<file path="src/rtl/ahbl_boot_copier.sv">
// ahbl_boot_copier: AHB-Lite master that copies WORDS words from the boot ROM
// at SRC_BASE into SRAM at DST_BASE. Each word is read, then written, and the
// read data is summed into a 32-bit checksum.
// All bus outputs are registered. Each transfer is a single NONSEQ address
// phase followed by an IDLE cycle covering its data phase, so a word costs
// four cycles when there are no wait states.
module ahbl_boot_copier #(
  parameter logic [31:0] SRC_BASE = 32'h0000_0000,
  parameter logic [31:0] DST_BASE = 32'h2000_0000,
  parameter int unsigned WORDS    = 16384
) (
  input  logic        HCLK,
  input  logic        HRESETn,
  input  logic        start,
  output logic        busy,
  output logic        done,
  output logic [31:0] checksum,
  output logic [31:0] HADDR,
  output logic [1:0]  HTRANS,
  output logic [2:0]  HSIZE,
  output logic        HWRITE,
  output logic [31:0] HWDATA,
  input  logic        HREADY,
  input  logic [31:0] HRDATA
);

  localparam logic [1:0] TRANS_IDLE   = 2'b00;
  localparam logic [1:0] TRANS_NONSEQ = 2'b10;

  // Index of the final word. WORDS is at most 2^30, so this fits in 30 bits.
  localparam logic [29:0] LAST_CNT = 30'(WORDS - 1);

  typedef enum logic [2:0] {
    ST_IDLE = 3'd0,
    ST_RD_A = 3'd1,
    ST_RD_D = 3'd2,
    ST_WR_A = 3'd3,
    ST_WR_D = 3'd4,
    ST_DONE = 3'd5
  } state_t;

  state_t      state_q;
  logic [29:0] cnt_q;
  logic [31:0] dreg_q;
  logic [31:0] checksum_q;
  logic [31:0] haddr_q;
  logic [1:0]  htrans_q;
  logic        hwrite_q;
  logic        busy_q;
  logic        done_q;

  // Address candidates for the next address phase. A 30-bit word index
  // shifted left by two gives a 32-bit byte offset, so the sum wraps
  // modulo 2^32 and the low two bits stay zero.
  logic [29:0] cnt_inc_d;
  logic [31:0] rd_next_addr_d;
  logic [31:0] wr_addr_d;
  logic        last_word_d;

  assign cnt_inc_d      = cnt_q + 30'd1;
  assign rd_next_addr_d = SRC_BASE + {cnt_inc_d, 2'b00};
  assign wr_addr_d      = DST_BASE + {cnt_q, 2'b00};
  assign last_word_d    = (cnt_q == LAST_CNT);

  // Copy sequencer. Bus outputs are loaded on the edge that enters each
  // state, so they are valid for the whole of that state. In a bus state,
  // HREADY low means nothing is updated and every output holds.
  always_ff @(posedge HCLK or negedge HRESETn) begin
    if (!HRESETn) begin
      state_q    <= ST_IDLE;
      cnt_q      <= '0;
      dreg_q     <= '0;
      checksum_q <= '0;
      haddr_q    <= '0;
      htrans_q   <= TRANS_IDLE;
      hwrite_q   <= 1'b0;
      busy_q     <= 1'b0;
      done_q     <= 1'b0;
    end else begin
      case (state_q)
        ST_IDLE, ST_DONE: begin
          // A new copy starts from word 0 with a cleared checksum. HADDR
          // keeps its last value until the first read is issued.
          if (start) begin
            cnt_q      <= '0;
            checksum_q <= '0;
            done_q     <= 1'b0;
            busy_q     <= 1'b1;
            htrans_q   <= TRANS_NONSEQ;
            hwrite_q   <= 1'b0;
            haddr_q    <= SRC_BASE;
            state_q    <= ST_RD_A;
          end
        end

        ST_RD_A: begin
          if (HREADY) begin
            htrans_q <= TRANS_IDLE;
            state_q  <= ST_RD_D;
          end
        end

        ST_RD_D: begin
          // Capture the ROM word, fold it into the checksum and issue the
          // matching SRAM write address. HWDATA follows dreg directly.
          if (HREADY) begin
            dreg_q     <= HRDATA;
            checksum_q <= checksum_q + HRDATA;
            htrans_q   <= TRANS_NONSEQ;
            hwrite_q   <= 1'b1;
            haddr_q    <= wr_addr_d;
            state_q    <= ST_WR_A;
          end
        end

        ST_WR_A: begin
          if (HREADY) begin
            htrans_q <= TRANS_IDLE;
            state_q  <= ST_WR_D;
          end
        end

        ST_WR_D: begin
          if (HREADY) begin
            if (last_word_d) begin
              busy_q   <= 1'b0;
              done_q   <= 1'b1;
              hwrite_q <= 1'b0;
              state_q  <= ST_DONE;
            end else begin
              cnt_q    <= cnt_inc_d;
              htrans_q <= TRANS_NONSEQ;
              hwrite_q <= 1'b0;
              haddr_q  <= rd_next_addr_d;
              state_q  <= ST_RD_A;
            end
          end
        end

        default: begin
          state_q  <= ST_IDLE;
          htrans_q <= TRANS_IDLE;
          busy_q   <= 1'b0;
        end
      endcase
    end
  end

  assign busy     = busy_q;
  assign done     = done_q;
  assign checksum = checksum_q;
  assign HADDR    = haddr_q;
  assign HTRANS   = htrans_q;
  assign HWRITE   = hwrite_q;
  assign HWDATA   = dreg_q;
  assign HSIZE    = 3'b010;

endmodule

</file>
<file path="config.mk">
export PLATFORM = sky130hd
export DESIGN_NAME = ahbl_boot_copier
export DESIGN_NICKNAME = d
export VERILOG_FILES = /design/src/rtl/ahbl_boot_copier.sv
export SDC_FILE = /design/constraint.sdc
export NUM_CORES = 1
export LEC_CHECK = 0
export ABC_CLOCK_PERIOD_IN_PS = 3450
export BUFFER_PORTS_ARGS = -buffer_cell sky130_fd_sc_hd__buf_4
export CELL_PAD_IN_SITES_DETAIL_PLACEMENT = 0
export CELL_PAD_IN_SITES_GLOBAL_PLACEMENT = 1
export CORE_MARGIN = 2
export CORE_UTILIZATION = 42
export CTS_CLUSTER_DIAMETER = 30
export DETAILED_ROUTE_END_ITERATION = 8
export HOLD_SLACK_MARGIN = 0.02
export PLACE_DENSITY = 0.82
export RECOVER_POWER = 100
export SLEW_MARGIN = 10
export SYNTH_ARGS = -nofsm -noshare
export SYNTH_HDL_FRONTEND = slang
export SYNTH_SLANG_ARGS = --single-unit
</file>
<file path="constraint.sdc">
create_clock -name HCLK -period 3.45 [get_ports HCLK]
set_clock_uncertainty 0.2 [all_clocks]
set_input_delay 0.69 -clock HCLK [delete_from_list [all_inputs] [get_ports HCLK]]
set_output_delay 0.69 -clock HCLK [all_outputs]
set_load 0.01 [all_outputs]
</file>
==> out/qor.yml, run 1 <==
synth:
  async_flop_share_pct: 100
  synth_area_sq_um: 7780
  synth_edf_count: 0
  yosysUniqueCellTypes: 78
  syn_area_per_cell_sq_um: 8.55
  ys.flop_type: "dfrtp_1"
  seq_area_frac_synth_pct: 42.1
  ys_seq_elements: 131
  synthCells: 910
  ys_warn_count: 0
global_routing:
  grt_max_degree: 67
  grt_overflow: 0
  antenna_found_initial: 0
  grt_first_pass_wirelength_microns: 35300
  grt_usage_pct: 22.0
  grt_pass1_vias: 6790
finish:
  drive_gt1_share_pct: 11.1
  nets: 1102
  area_growth_pct: 18.3
  diodes: 0
  finalNonFillerCells: 1274
  postLayoutCellArea_sq_um: 9210
run_status:
  violations: "design-rule violations, max-capacitance violations, max-slew violations"
  status: "finished, violations left"
timing:
  min_period_over_period_pct: 87.8
  rsz0062_at_grt: "no"
  hold_viol_final: 0
  min_period_ns: 3.03
  setup_viol: 0
  maxSlewHeadroom_pct: -18.9
  tns_ns: 0
  slew_violations: 66
  max_freq_ghz: 0.330
  holdWs_ns: 0.266
  tightest_slew_ns: 1.78
  post-route-worst-setup-slack_ns: 0.423
placement:
  dpl.cell_count: 1242
  place.gp.congestion: 0.844
  post_dp_cell_area_sq_um: 8990
  port_buffers: 133
  place_ws_ns: 0.138
  dpl.hpwl_microns: 14800
flow_run:
  maxCapViolations: 1
power:
  power.leakage_uw: 0.00423
  powerDensity_nw_per_um2: 822
  ir_drop_v: 0.000380
worst_setup_path:
  r2r-end: "checksum[31]"
  critPathMaxFanout: 3
  reg2reg_slack_ns: 0.42
  cp-start-kind: "flip-flop"
  worst_setup_path_end_kind: "flip-flop"
  reg2regPathDepth: 9
  crit_start: "checksum[16]"
  cp.required_ns: 3.56
  r2r_start: "checksum[16]"
  crit_arrival_ns: 3.13
  critical_path_class: "reg2reg"
clock_tree:
  cts_resized: 0
  cts_root_buf: "clkbuf_16"
  cts.sinks: 131
  cts.clk_slew.worst_paths_ns: 0.06
  cts_tree: "built"
  cts_buffer_depth: 2
  htree_levels: 4
  numCtsBuffers: 17
  cts_setup_buffers: 0
  cts_hold_buf: 0
  clk-insertion-delay-late_ns: 0.42
detailed_routing:
  postRouteAntennaNets: 0
  drtIter0Drc: 444
  wl_per_cell_microns: 16.6
  vias_per_cell: 5.48
  drcViolationCount: 16
  totalWireLength_microns: 21200
  num_vias: 6980
  dr.pass1.iters: 8
die:
  start_util_pct: 43.0
  die_y_microns: 140
  ios: 140
  rows: 49
  die_area_sq_um: 19600
  core_sq_um: 18100
  die_w_microns: 140
worst_hold_path:
  hold_depth: 3
  holdPathEnd: "HWDATA[17]"
  worstHoldStart: "HRDATA[17]"
  hp-class: "in2reg"
-- cells in the mapped netlist (all sizes together) (4+ instances only) --
| cell | count | area, sq um |
|---|---|---|
| o31ai | 11 | 82.6 |
| a22o | 4 | 35.0 |
| nand2 | 164 | 626 |
| nor3 | 12 | 71.3 |
| nand4 | 7 | 71.3 |
| buf | 26 | 173 |
| a31oi | 16 | 100 |
| and2 | 9 | 57.6 |
| a211oi | 4 | 30.0 |
| ha | 33 | 413 |
| inv | 9 | 33.8 |
| o211ai | 7 | 52.6 |
| nand3 | 25 | 130 |
| nand2b | 4 | 25.0 |
| o21ai | 85 | 429 |
| nor2b | 4 | 25.0 |
| nor2 | 84 | 315 |
| clkbuf | 33 | 149 |
| o311ai | 4 | 35.0 |
| and3 | 21 | 136 |
| a21o | 18 | 143 |
| nand3b | 9 | 67.6 |
| dfrtp | 131 | 3280 |
| xnor2 | 17 | 149 |
| xor2 | 12 | 105 |
| a21oi | 93 | 465 |
| a21boi | 5 | 37.5 |
| o21a | 11 | 82.6 |
| a31o | 4 | 35.0 |
| nor4 | 6 | 58.8 |
-- logic make-up (layout without fill, tap and decap cells) --
kind of cell | count (synthesis) | in the layout | share of synthesized area, %
mux | 5 | 5 | 0.675
simple gates | 356 | 356 | 21.4
other cells | 2 | 6 | 0.0965
compound gates | 283 | 283 | 22.1
xor+xnor | 29 | 29 | 3.26
fa+ha+maj | 35 | 35 | 5.69
flops | 131 | 131 | 42.1
buf+inv | 69 | 200 | 4.68
-- metrics by stage --
step                total power (uW)  util, %
CTS                             8030     53.2
finish                          7570     50.9
detailed placement              6080     49.7
floorplan                       4680        -
global placement                6030     49.7
global route                    8170     50.9
-- critical path, stage by stage, from the launching register on --
cell and delay (ns):
dfrtp_1 0.40, ha_1 0.31, a211o_1 0.29, a21oi_1 0.18, o21ai_0 0.13, a221o_1 0.35
o41ai_1 0.59, or3_1 0.20, nand3_1 0.06, a22o_1 0.19
-- cell type report --
class,instances,area (sq um)
clock buffers,21,480
clock inverters,11,150
fillers,1829,8880
inverters,9,33.8
multi-input cells,714,4150
flip-flops and latches,131,3280
well taps,229,287
repair buffers,159,823
-- power by group --
group	total, uW	internal (uW)	switching [uW]
Clock	1930	1220	715
Combinational	3200	1220	1980
Sequential	2440	2050	386
-- layer usage --
metal  GRT usage (%)  vias to the layer above  routed length [microns]
li1                -                     3476                        -
met1            30.7                     3326                    10400
met2            35.2                      146                     9630
met3            4.41                       32                      841
met4            6.06                        0                      301
met5               0                        -                        0
-- sequential cells by signal (all words and copies together), names as in the netlist --
signal and flops:
HTRANS 1, busy 1, HWDATA 32, HWRITE 1, state_q 3, cnt_q 30
done 1, checksum 32, HADDR 30
-- how the worst max path moves through the flow --
stage | endpoint | slack (ns) | cells after the start
after floorplan | checksum[30] | 0.46 | 11
after global placement | checksum[26] | 0.19 | 13
after detailed placement | checksum[30] | 0.14 | 12
after CTS | cnt_q[16] | 0.48 | 8
after global routing | cnt_q[10] | 0.20 | 2
final | checksum[31] | 0.42 | 9
-- placed cells by master, fill, tap and decap left out, types with 11 or more instances in the layout --
cell       synthesis  final
nand2_1          162    161
dfrtp_1          131    131
clkbuf_1          27    102
a21oi_1           93     93
nor2_1            84     83
o21ai_0           82     82
buf_4              9     48
ha_1              33     33
nand3_1           24     24
a21o_1            17     17
xnor2_1           17     17
and3_1            17     17
clkbuf_16          0     17
a31oi_1           16     16
xor2_1            12     12
o21a_1            11     11
o31ai_1           11     11
nor3_1            11     11
Note: power is estimated with default switching activity, not from simulation.
==> inputs of run 2 (changes only) <==
--- a/config.mk
+++ b/config.mk
@@ -13,6 +13,7 @@
 export CORE_UTILIZATION = 42
 export CTS_CLUSTER_DIAMETER = 30
 export DETAILED_ROUTE_END_ITERATION = 8
+export GPL_TIMING_DRIVEN = 0
 export HOLD_SLACK_MARGIN = 0.02
 export PLACE_DENSITY = 0.82
 export RECOVER_POWER = 100
==> run 2 against run 1 <==
Against the previous run:
- the flow still finishes with violations (design-rule violations, max-capacitance violations, max-slew violations)
- sequential power decreased by 2%
- register-to-register slack got worse by 0.25 ns
- total power increased by 0.45%
- routed wire length increased by 6.7%
- fmax decreased by 7.7%
- critical endpoint is now checksum[30]
- worst hold slack improved by 0.0031 ns
- sequential share of layout area decreased by 0.42 points
- critical path type unchanged
- utilization increased by 0.60 points
==> out/qor.yml, run 2 (synthesized netlist as in run 1, its figures left out) <==
worst_setup_path:
  reg2reg_slack_ns: 0.17
  critical_path_class: "reg2reg"
  cp.required_ns: 3.56
  reg2regPathDepth: 11
  crit_family: "compound AO/OA/AOI/OAI gates"
  crit_path_frequent_cell: "a21oi_1"
  crit_arrival_ns: 3.39
  slowest_delay_ns: 0.43
  cp-start-kind: "flip-flop"
  slowest_stage: "o21ai_0"
  worstPathBufferInverterCount: 1
  worstPathCellList: "ha_1 > inv_1 > fa_1 > nor2b_1 > o31a_1 > o2111ai_1 > a21oi_1 > o21ai_0 > a21oi_1 > a31oi_1 > mux2_2"
  r2r-end: "checksum[30]"
  crit_start: "checksum[0]"
  critPathMaxFanout: 4
  r2r_start: "checksum[0]"
  worst_setup_path_end_kind: "flip-flop"
clock_tree:
  cts_root_buf: "clkbuf_16"
  cts_resized: 0
  htree_levels: 4
  cts_buffer_depth: 2
  cts_setup_buffers: 0
  cts_tree: "built"
  cts.clk_slew.worst_paths_ns: 0.06
  clk-insertion-delay-late_ns: 0.42
  numCtsBuffers: 17
  cts_hold_buf: 0
  cts.sinks: 131
timing:
  slew_violations: 50
  maxSlewHeadroom_pct: -62.5
  post-route-worst-setup-slack_ns: 0.169
  min_period_over_period_pct: 95.1
  tightest_slew_ns: 2.44
  rsz0062_at_grt: "no"
  min_period_ns: 3.28
  max_freq_ghz: 0.305
  setup_viol: 0
  hold_viol_final: 0
global_routing:
  grt_pass1_vias: 6653
  grt_overflow: 0
  grt_max_degree: 83
  grt_usage_pct: 23.1
  antenna_found_initial: 0
  grt_first_pass_wirelength_microns: 35900
finish:
  final_cell_mix: "nand2_1 (162), clkbuf_1 (133), dfrtp_1 (131)"
  area_growth_pct: 19.7
  drive_gt1_share_pct: 10.7
  finalNonFillerCells: 1308
  diodes: 0
  fillCellCount: 1795
  final_common_cell: "nand2_1"
  nets: 1136
detailed_routing:
  num_vias: 7162
  vias_per_cell: 5.48
  wl_per_cell_microns: 17.3
  drtIter0Drc: 563
  postRouteAntennaNets: 0
  dr.pass1.iters: 9
  totalWireLength_microns: 22600
  drcViolationCount: 16
placement:
  dpl.hpwl_microns: 16400
  port_buffers: 132
  place.gp.congestion: 0.864
  dpl.cell_count: 1276
  place_ws_ns: -0.177
die:
  start_util_pct: 43.0
  core_sq_um: 18100
  rows: 49
  die_w_microns: 140
  ios: 140
  die_y_microns: 140
  die_area_sq_um: 19600
worst_hold_path:
  holdPathEnd: "HWDATA[29]"
  hp-class: "in2reg"
  worstHoldStart: "HRDATA[29]"
  hold_depth: 3
power:
  powerDensity_nw_per_um2: 816
  ir_drop_v: 0.000479
  power.leakage_uw: 0.00430
flow_run:
  maxCapViolations: 1
run_status:
  status: "finished, violations left"
  violations: "design-rule violations, max-capacitance violations, max-slew violations"
==> run 2: changes by cell type in the layout (fill, tap and decap cells not counted), moves of 3 or more <==
cell	change
buf_4	-6
clkbuf_2	+4
buf_2	+4
clkbuf_1	+31
clkbuf_8	+3
clkinvlp_4	-3
==> run 2: worst reg2reg max path: stages (launching register included) <==
cell and delay [ns]:
dfrtp_1 0.40, ha_1 0.24, inv_1 0.08, fa_1 0.17
nor2b_1 0.08, o31a_1 0.27, o2111ai_1 0.26, a21oi_1 0.17
o21ai_0 0.44, a21oi_1 0.21, a31oi_1 0.29, mux2_2 0.36
==> run 2: power breakdown <==
| group | switching (uW) | internal, uW |
|---|---|---|
| Combinational | 2140 | 1230 |
| Sequential | 331 | 2050 |
| Clock | 689 | 1160 |
| Total | 3160 | 4440 |
==> run 2: per-stage QoR <==
step	instance area, sq um	hold slack [ns]	setup TNS, ns	total power (uW)	utilization (%)
CTS	9710	0.0242	0	8070	53.7
global route	9310	0.266	0	8160	51.5
detailed placement	9110	0.264	-0.177	6200	50.3
global placement	9070	0.259	-0.193	6150	50.2
finish	9310	0.269	0	7600	51.5
floorplan	7800	0.194	0	4680	-
==> run 2: cell type report <==
class / count / area (sq um) / share of cell area [%]
Buffer: 60 / 315 / 3.39
Clock buffer: 24 / 502 / 5.39
Clock inverter: 8 / 98.8 / 1.06
Inverter: 9 / 33.8 / 0.363
Multi-Input combinational cell: 714 / 4150 / 44.5
Sequential cell: 131 / 3280 / 35.2
Tap cell: 229 / 287 / 3.08
Timing Repair Buffer: 133 / 652 / 7.00
==> run 2: metal layers <==
metal	global-route usage (%)	routed length, microns
met4	8.77	399
met1	31.7	10600
met5	0	0
met2	36.7	10600
met3	3.90	1030
==> run 2: worst max path at each step <==
stage                   end  slack (ns)  depth (start not counted)
6_report       checksum[30]        0.17                         11
4_1_cts        checksum[30]        0.21                         11
5_1_grt        checksum[30]        0.01                         11
2_1_floorplan  checksum[30]        0.46                         11
3_5_place_dp   checksum[30]       -0.18                         12
3_3_place_gp   checksum[30]       -0.19                         12
